--- src/rtl/medidor_jogada.sv ---
// medidor_jogada: debounced single-button note capture with half-second tempo measurement
// Ports: clock/reset (async, active-low); enable gates capture; botoes = 13 raw note buttons;
//        jogada_valida/jogada_invalida = one-cycle event pulses; nota/tempo = last valid event;
//        pressionando/nota_atual = live view of the confirmed held button.
module medidor_jogada #(
  parameter int CLOCK_FREQ      = 5000,
  parameter int DEBOUNCE_CYCLES = 3,
  parameter int TEMPO_MAX       = 15
) (
  input  logic        clock,
  input  logic        reset,
  input  logic        enable,
  input  logic [12:0] botoes,
  output logic        jogada_valida,
  output logic        jogada_invalida,
  output logic [3:0]  nota,
  output logic [3:0]  tempo,
  output logic        pressionando,
  output logic [3:0]  nota_atual
);
  localparam int HALF = CLOCK_FREQ / 2;
  localparam int SW = $clog2(HALF + 1);
  typedef enum logic [2:0] {OCIOSO, CONFIRMA, SEGURANDO, SOLTANDO, EMITE, ESPERA_SOLTAR} estado_t;
  estado_t st;
  logic [12:0] s1, smp, pat;
  logic [3:0] dcnt, unit, cod, tcap, enc, unit_n, tcap_n;
  logic [SW-1:0] sub, sub_n;
  logic [4:0] rnd;
  logic one, dbok, sat, armed;
  always_comb begin
    enc = '0;
    for (int k = 0; k < 13; k++)
      if (smp[k]) enc = 4'(k + 1);
    one = (smp != '0) && ((smp & (smp - 13'd1)) == '0);
    dbok = ({1'b0, dcnt} + 5'd1) >= 5'(DEBOUNCE_CYCLES);
    sat = unit >= 4'(TEMPO_MAX);
    sub_n = sat ? sub : (sub == SW'(HALF - 1) ? '0 : sub + 1'b1);
    unit_n = sat ? unit : (sub == SW'(HALF - 1) ? unit + 4'd1 : unit);
    // round to nearest half-second unit, then clamp to 1..TEMPO_MAX
    rnd = {1'b0, unit} + {4'd0, sub >= SW'(HALF / 2)};
    tcap_n = rnd == 5'd0 ? 4'd1 : (rnd > 5'(TEMPO_MAX) ? 4'(TEMPO_MAX) : rnd[3:0]);
  end
  assign pressionando = st == SEGURANDO;
  assign nota_atual = pressionando ? cod : 4'd0;
  always_ff @(posedge clock or negedge reset) begin
    if (!reset) begin
      st <= OCIOSO;
      // all-ones sample forces a button held through reset to be released before it can start a press
      s1 <= '1;
      smp <= '1;
      pat <= '0;
      armed <= 1'b0;
      dcnt <= '0;
      sub <= '0;
      unit <= '0;
      cod <= '0;
      tcap <= '0;
      nota <= '0;
      tempo <= '0;
      jogada_valida <= 1'b0;
      jogada_invalida <= 1'b0;
    end else begin
      s1 <= botoes;
      smp <= s1;
      jogada_valida <= 1'b0;
      jogada_invalida <= 1'b0;
      if (smp == '0) armed <= 1'b1;
      if (!enable && st != EMITE) st <= OCIOSO;
      else case (st)
        OCIOSO: if (smp != '0 && armed) begin
          st <= CONFIRMA;
          pat <= smp;
          dcnt <= 4'd1;
          sub <= SW'(1);
          unit <= '0;
        end
        CONFIRMA: begin
          sub <= sub_n;
          unit <= unit_n;
          if (smp != pat) st <= OCIOSO;
          else if (!dbok) dcnt <= dcnt + 4'd1;
          else if (one) begin
            st <= SEGURANDO;
            cod <= enc;
          end else begin
            jogada_invalida <= 1'b1;
            st <= ESPERA_SOLTAR;
            dcnt <= '0;
          end
        end
        SEGURANDO: begin
          sub <= sub_n;
          unit <= unit_n;
          if (smp == '0) begin
            st <= SOLTANDO;
            dcnt <= 4'd1;
            tcap <= tcap_n;
          end else if (smp != pat) begin
            jogada_invalida <= 1'b1;
            st <= ESPERA_SOLTAR;
            dcnt <= '0;
          end
        end
        SOLTANDO: begin
          sub <= sub_n;
          unit <= unit_n;
          if (smp == '0) begin
            if (dbok) st <= EMITE;
            else dcnt <= dcnt + 4'd1;
          end else if (smp == pat) st <= SEGURANDO;
          else begin
            jogada_invalida <= 1'b1;
            st <= ESPERA_SOLTAR;
            dcnt <= '0;
          end
        end
        EMITE: begin
          nota <= cod;
          tempo <= tcap;
          jogada_valida <= 1'b1;
          st <= OCIOSO;
        end
        ESPERA_SOLTAR: begin
          if (smp != '0) dcnt <= '0;
          else if (dbok) st <= OCIOSO;
          else dcnt <= dcnt + 4'd1;
        end
        default: st <= OCIOSO;
      endcase
    end
  end
endmodule

--- config.mk ---
export PLATFORM = sky130hd
export DESIGN_NAME = medidor_jogada
export DESIGN_NICKNAME = d
export VERILOG_FILES = /design/src/rtl/medidor_jogada.sv
export SDC_FILE = /design/constraint.sdc
export NUM_CORES = 1
export LEC_CHECK = 0
export ABC_AREA = 1
export BUFFER_PORTS_ARGS = -buffer_cell sky130_fd_sc_hd__buf_2
export CORE_MARGIN = 4
export CORE_UTILIZATION = 49
export DETAILED_ROUTE_END_ITERATION = 8
export GPL_TIMING_DRIVEN = 1
export PLACE_DENSITY_LB_ADDON = 0.15
export SETUP_SLACK_MARGIN = 0.02
export SLEW_MARGIN = 20
export SYNTH_ARGS = -nofsm -noshare
export SYNTH_HDL_FRONTEND = slang
export SYNTH_SLANG_ARGS = --single-unit
--- constraint.sdc ---
create_clock -name clock -period 2.5 [get_ports clock]
set_clock_uncertainty 0.2 [all_clocks]
set_input_delay 0.5 -clock clock [delete_from_list [all_inputs] [get_ports clock]]
set_output_delay 0.5 -clock clock [all_outputs]
set_load 0.01 [all_outputs]
==> impl_results.rst <==
.. list-table::
   :header-rows: 1

   * - Metric
     - Value
   * - Crit path time final
     - 2.37 ns
   * - Origin of the worst min-delay path
     - botoes[12]
   * - Mapped Area
     - 4170 µm²
   * - Tot Pwr
     - 2.69 mW
   * - Actual transition at the worst max-transition pin
     - 0.432 ns
   * - CTS tree
     - yes
   * - Start point of the critical path
     - sub[1]
   * - Library cell appearing most often on the critical path
     - sky130_fd_sc_hd__buf_6
   * - Clock root buffer
     - sky130_fd_sc_hd__clkbuf_8
   * - Syn_nets
     - 530
   * - Static leakage power
     - 2.39 nW
   * - Number of buffers inserted during clock tree synthesis
     - 9
   * - Global-route wire length before repair
     - 14000 µm
   * - Type of the most critical hold path
     - input pin to flop
   * - DRC violation total after the first TritonRoute iteration
     - 145
   * - Number of maximum-capacitance violations
     - 0
   * - Average wire per standard cell
     - 12.2 µm
   * - Flops & latches, synth
     - 81
   * - Critical Path Fanout Max
     - 2
   * - Buffers from clock root to sink, at most
     - 2
   * - Final RePlAce weighted congestion
     - 0.880
   * - Total setup violations reported at the end of the flow
     - 0
   * - Required time of the critical path
     - 2.54 ns
   * - H-tree levels
     - 3
   * - Post-Place Worst Slack
     - -0.108 ns
   * - Leading cell type in the layout, fill and taps excluded
     - sky130_fd_sc_hd__nand2_1
   * - Endpoint arrival time on the critical path
     - 2.41 ns
   * - Routed wire length
     - 8120 µm
   * - Vias per cell
     - 4.96
   * - Post-route fraction of the period consumed by the critical path
     - 0.949
   * - Layout cells sized above 1
     - 0.238
   * - Worst setup margin
     - 0.128 ns
   * - Per-instance average area after synthesis
     - 8.23 µm²
   * - Worst path slowest cell
     - sky130_fd_sc_hd__dfrtp_1
   * - Post-synth EDFFs
     - 0
   * - Number of nets in the final layout
     - 578
   * - Placeable core region
     - 8260 µm²
   * - Initial standard-cell utilization of the core
     - 0.504
   * - Register-to-register path setup slack
     - 0.13 ns
   * - Fill count
     - 756
   * - Setup crit end kind
     - flop
   * - Vias after detailed routing
     - 3296
   * - Power density over cell area
     - 562 nW/µm²
   * - DRC violation count after routing
     - 0
   * - Num Clock Sinks
     - 81
   * - Worst IR Drop VDD
     - 0.393 mV
   * - Buffers on Ports
     - 30
   * - Clock transition at the registers of the reported paths
     - 0.09 ns
   * - Die height
     - 100 µm
   * - Row count
     - 33
   * - Path type of the worst setup path
     - flop to flop
   * - Pin count of the biggest net entering global routing
     - 49
   * - Top-level port count
     - 31
   * - Leftover overflow at the end of global routing
     - 0
   * - Later-pin clock latency in the skew report
     - 0.35 ns
   * - Ordered cell list for the critical path
     - buf_6 > nor3_2 > nand2_1 > a311oi_2 > o21ai_1 > ha_2 > ha_4 > nor2_4 > nor2_4 > buf_4 > buf_6 > buf_6 > a21oi_2 > a21oi_1
   * - Final max-slew violation count
     - 0
   * - Post-synthesis cell count
     - 506
   * - Ant. Diodes
     - 0
   * - Max transition margin
     - 0.712
   * - Final HPWL from detailed placement
     - 5880 µm
   * - Global router's overall resource usage
     - 0.172
   * - Width of the die
     - 100 µm
   * - Die footprint
     - 10000 µm²
   * - First drt pass iteration count
     - 4
   * - Register area share after synthesis
     - 0.494
   * - Cell variety after synth
     - 38
   * - Top achievable clock speed
     - 422 MHz
   * - Final hold vios
     - 0
   * - Vias in the first global route
     - 3095
   * - Outcome
     - complete, no violations
   * - Most used cells in the layout excluding fill and tap cells
     - 144 x sky130_fd_sc_hd__nand2_1, 57 x sky130_fd_sc_hd__nor2_1, 55 x sky130_fd_sc_hd__inv_1, 55 x sky130_fd_sc_hd__dfrtp_1, 29 x sky130_fd_sc_hd__buf_2
   * - Startpoint of the lowest-slack register-to-register path
     - sub[1]
   * - Kind of launch point of the worst setup path
     - flop
   * - Main synth FF type
     - sky130_fd_sc_hd__dfrtp_1
   * - Synth Warn #
     - 0
   * - Synth-to-Final Area Change
     - 15.0%
   * - Initial antenna violation count
     - 0
   * - Biggest cell delay along the critical path
     - 0.42 ns
   * - Synth async-reset ratio
     - 1.00
   * - Residual antenna-violating net count after detailed routing
     - 0
-- stage by stage --
stage               instances  utilization  setup TNS [ns]  hold slack [ns]  area, µm²
floorplan                 506            -               0          0.00441       4170
global placement          641        0.541               0            0.145       4460
detailed placement        641        0.541          -0.108            0.147       4460
CTS                       663        0.572               0           0.0207       4730
global route              664        0.580         -0.0120           0.0147       4790
finish                    664        0.580               0           0.0447       4790
-- routing by layer --
layer  wire length, µm  GRT usage
met1              3990      0.244
met3               401     0.0341
met4                98     0.0560
met5                 0          0
met2              3630      0.267
-- state kept, by name (all words and copies together), names as in the netlist --
register / flops
cod: 4
smp: 13
pat: 13
jogada_invalida: 1
nota: 4
tempo: 4
st: 3
sub: 12
s1: 13
unit: 4
dcnt: 4
tcap: 4
armed: 1
jogada_valida: 1
-- kinds of logic after synthesis --
family | count (synthesis) | share of synthesized area
xor gates and xnor gates | 15 | 0.0315
AOI/OAI and AO/OA | 61 | 0.0817
DFF | 81 | 0.494
and+or+nand+nor | 272 | 0.301
adders and majority gates | 8 | 0.0240
buffers and inverters | 69 | 0.0673
-- worst paths after layout --
| kind | end | cells past startpoint |
|---|---|---|
| setup / recovery | tcap[2] | 14 |
| hold reg to reg | smp[1] | 0 |
| max in group asynchronous | s1[9] | 3 |
| min in group asynchronous | dcnt[0] | 2 |
| setup reg to reg | tcap[2] | 14 |
| hold / removal | s1[12] | 1 |
-- critical path, delay by kind of cell, from the launching register on --
family                   cells  cell delay (ns)
adder cells (fa/ha/maj)      2             0.38
buffers and inverters        4             0.46
AO/OA/AOI/OAI                4             0.45
flip-flops                   1             0.42
AND/OR/NAND/NOR              4             0.35
-- repair_timing --
item | 4_1_cts | 5_1_grt
endpoints found under the hold margin | 13 | 0
hold buffers | 1 | 0
pin swaps | 5 | 4
setup endpoints to repair | 1 | 6
setup buffers | 5 | 1
gates resized for setup | 11 | 12
-- cells in the mapped netlist, drive strengths merged, types with 2 or more instances --
| cell type | number | area [µm²] |
|---|---|---|
| a21oi | 14 | 70.1 |
| buf | 4 | 35.0 |
| clkbuf | 2 | 7.51 |
| clkinv | 2 | 8.75 |
| dfrtp | 55 | 1380 |
| dfstp | 26 | 683 |
| ha | 8 | 100 |
| inv | 61 | 229 |
| nand2 | 156 | 643 |
| nand3 | 32 | 188 |
| nand4 | 4 | 31.3 |
| nor2 | 72 | 350 |
| nor3 | 7 | 35.0 |
| o21a | 2 | 15.0 |
| o21ai | 36 | 180 |
| o31ai | 3 | 22.5 |
| xnor2 | 9 | 78.8 |
| xor2 | 6 | 52.6 |
-- where the power goes --
group / leakage (nW) / total (mW) / internal [mW] / switching [mW]
clock: 0.0839 / 0.865 / 0.367 / 0.498
sequential: 0.973 / 1.46 / 1.39 / 0.0666
combinational: 1.34 / 0.364 / 0.146 / 0.217
total: 2.39 / 2.69 / 1.91 / 0.782
-- area by class of cell --
cell class                 instances  area (µm²)  share of cell area
inverter                          63         238              0.0496
tap                              105         131              0.0274
clock inverter                     7        53.8              0.0112
clock buffer                       9         124              0.0259
sequential                        81        2060               0.430
multi-input combinational        356        1910               0.398
timing repair buffer              43         277              0.0577
Note: power is estimated with default switching activity, not from simulation.
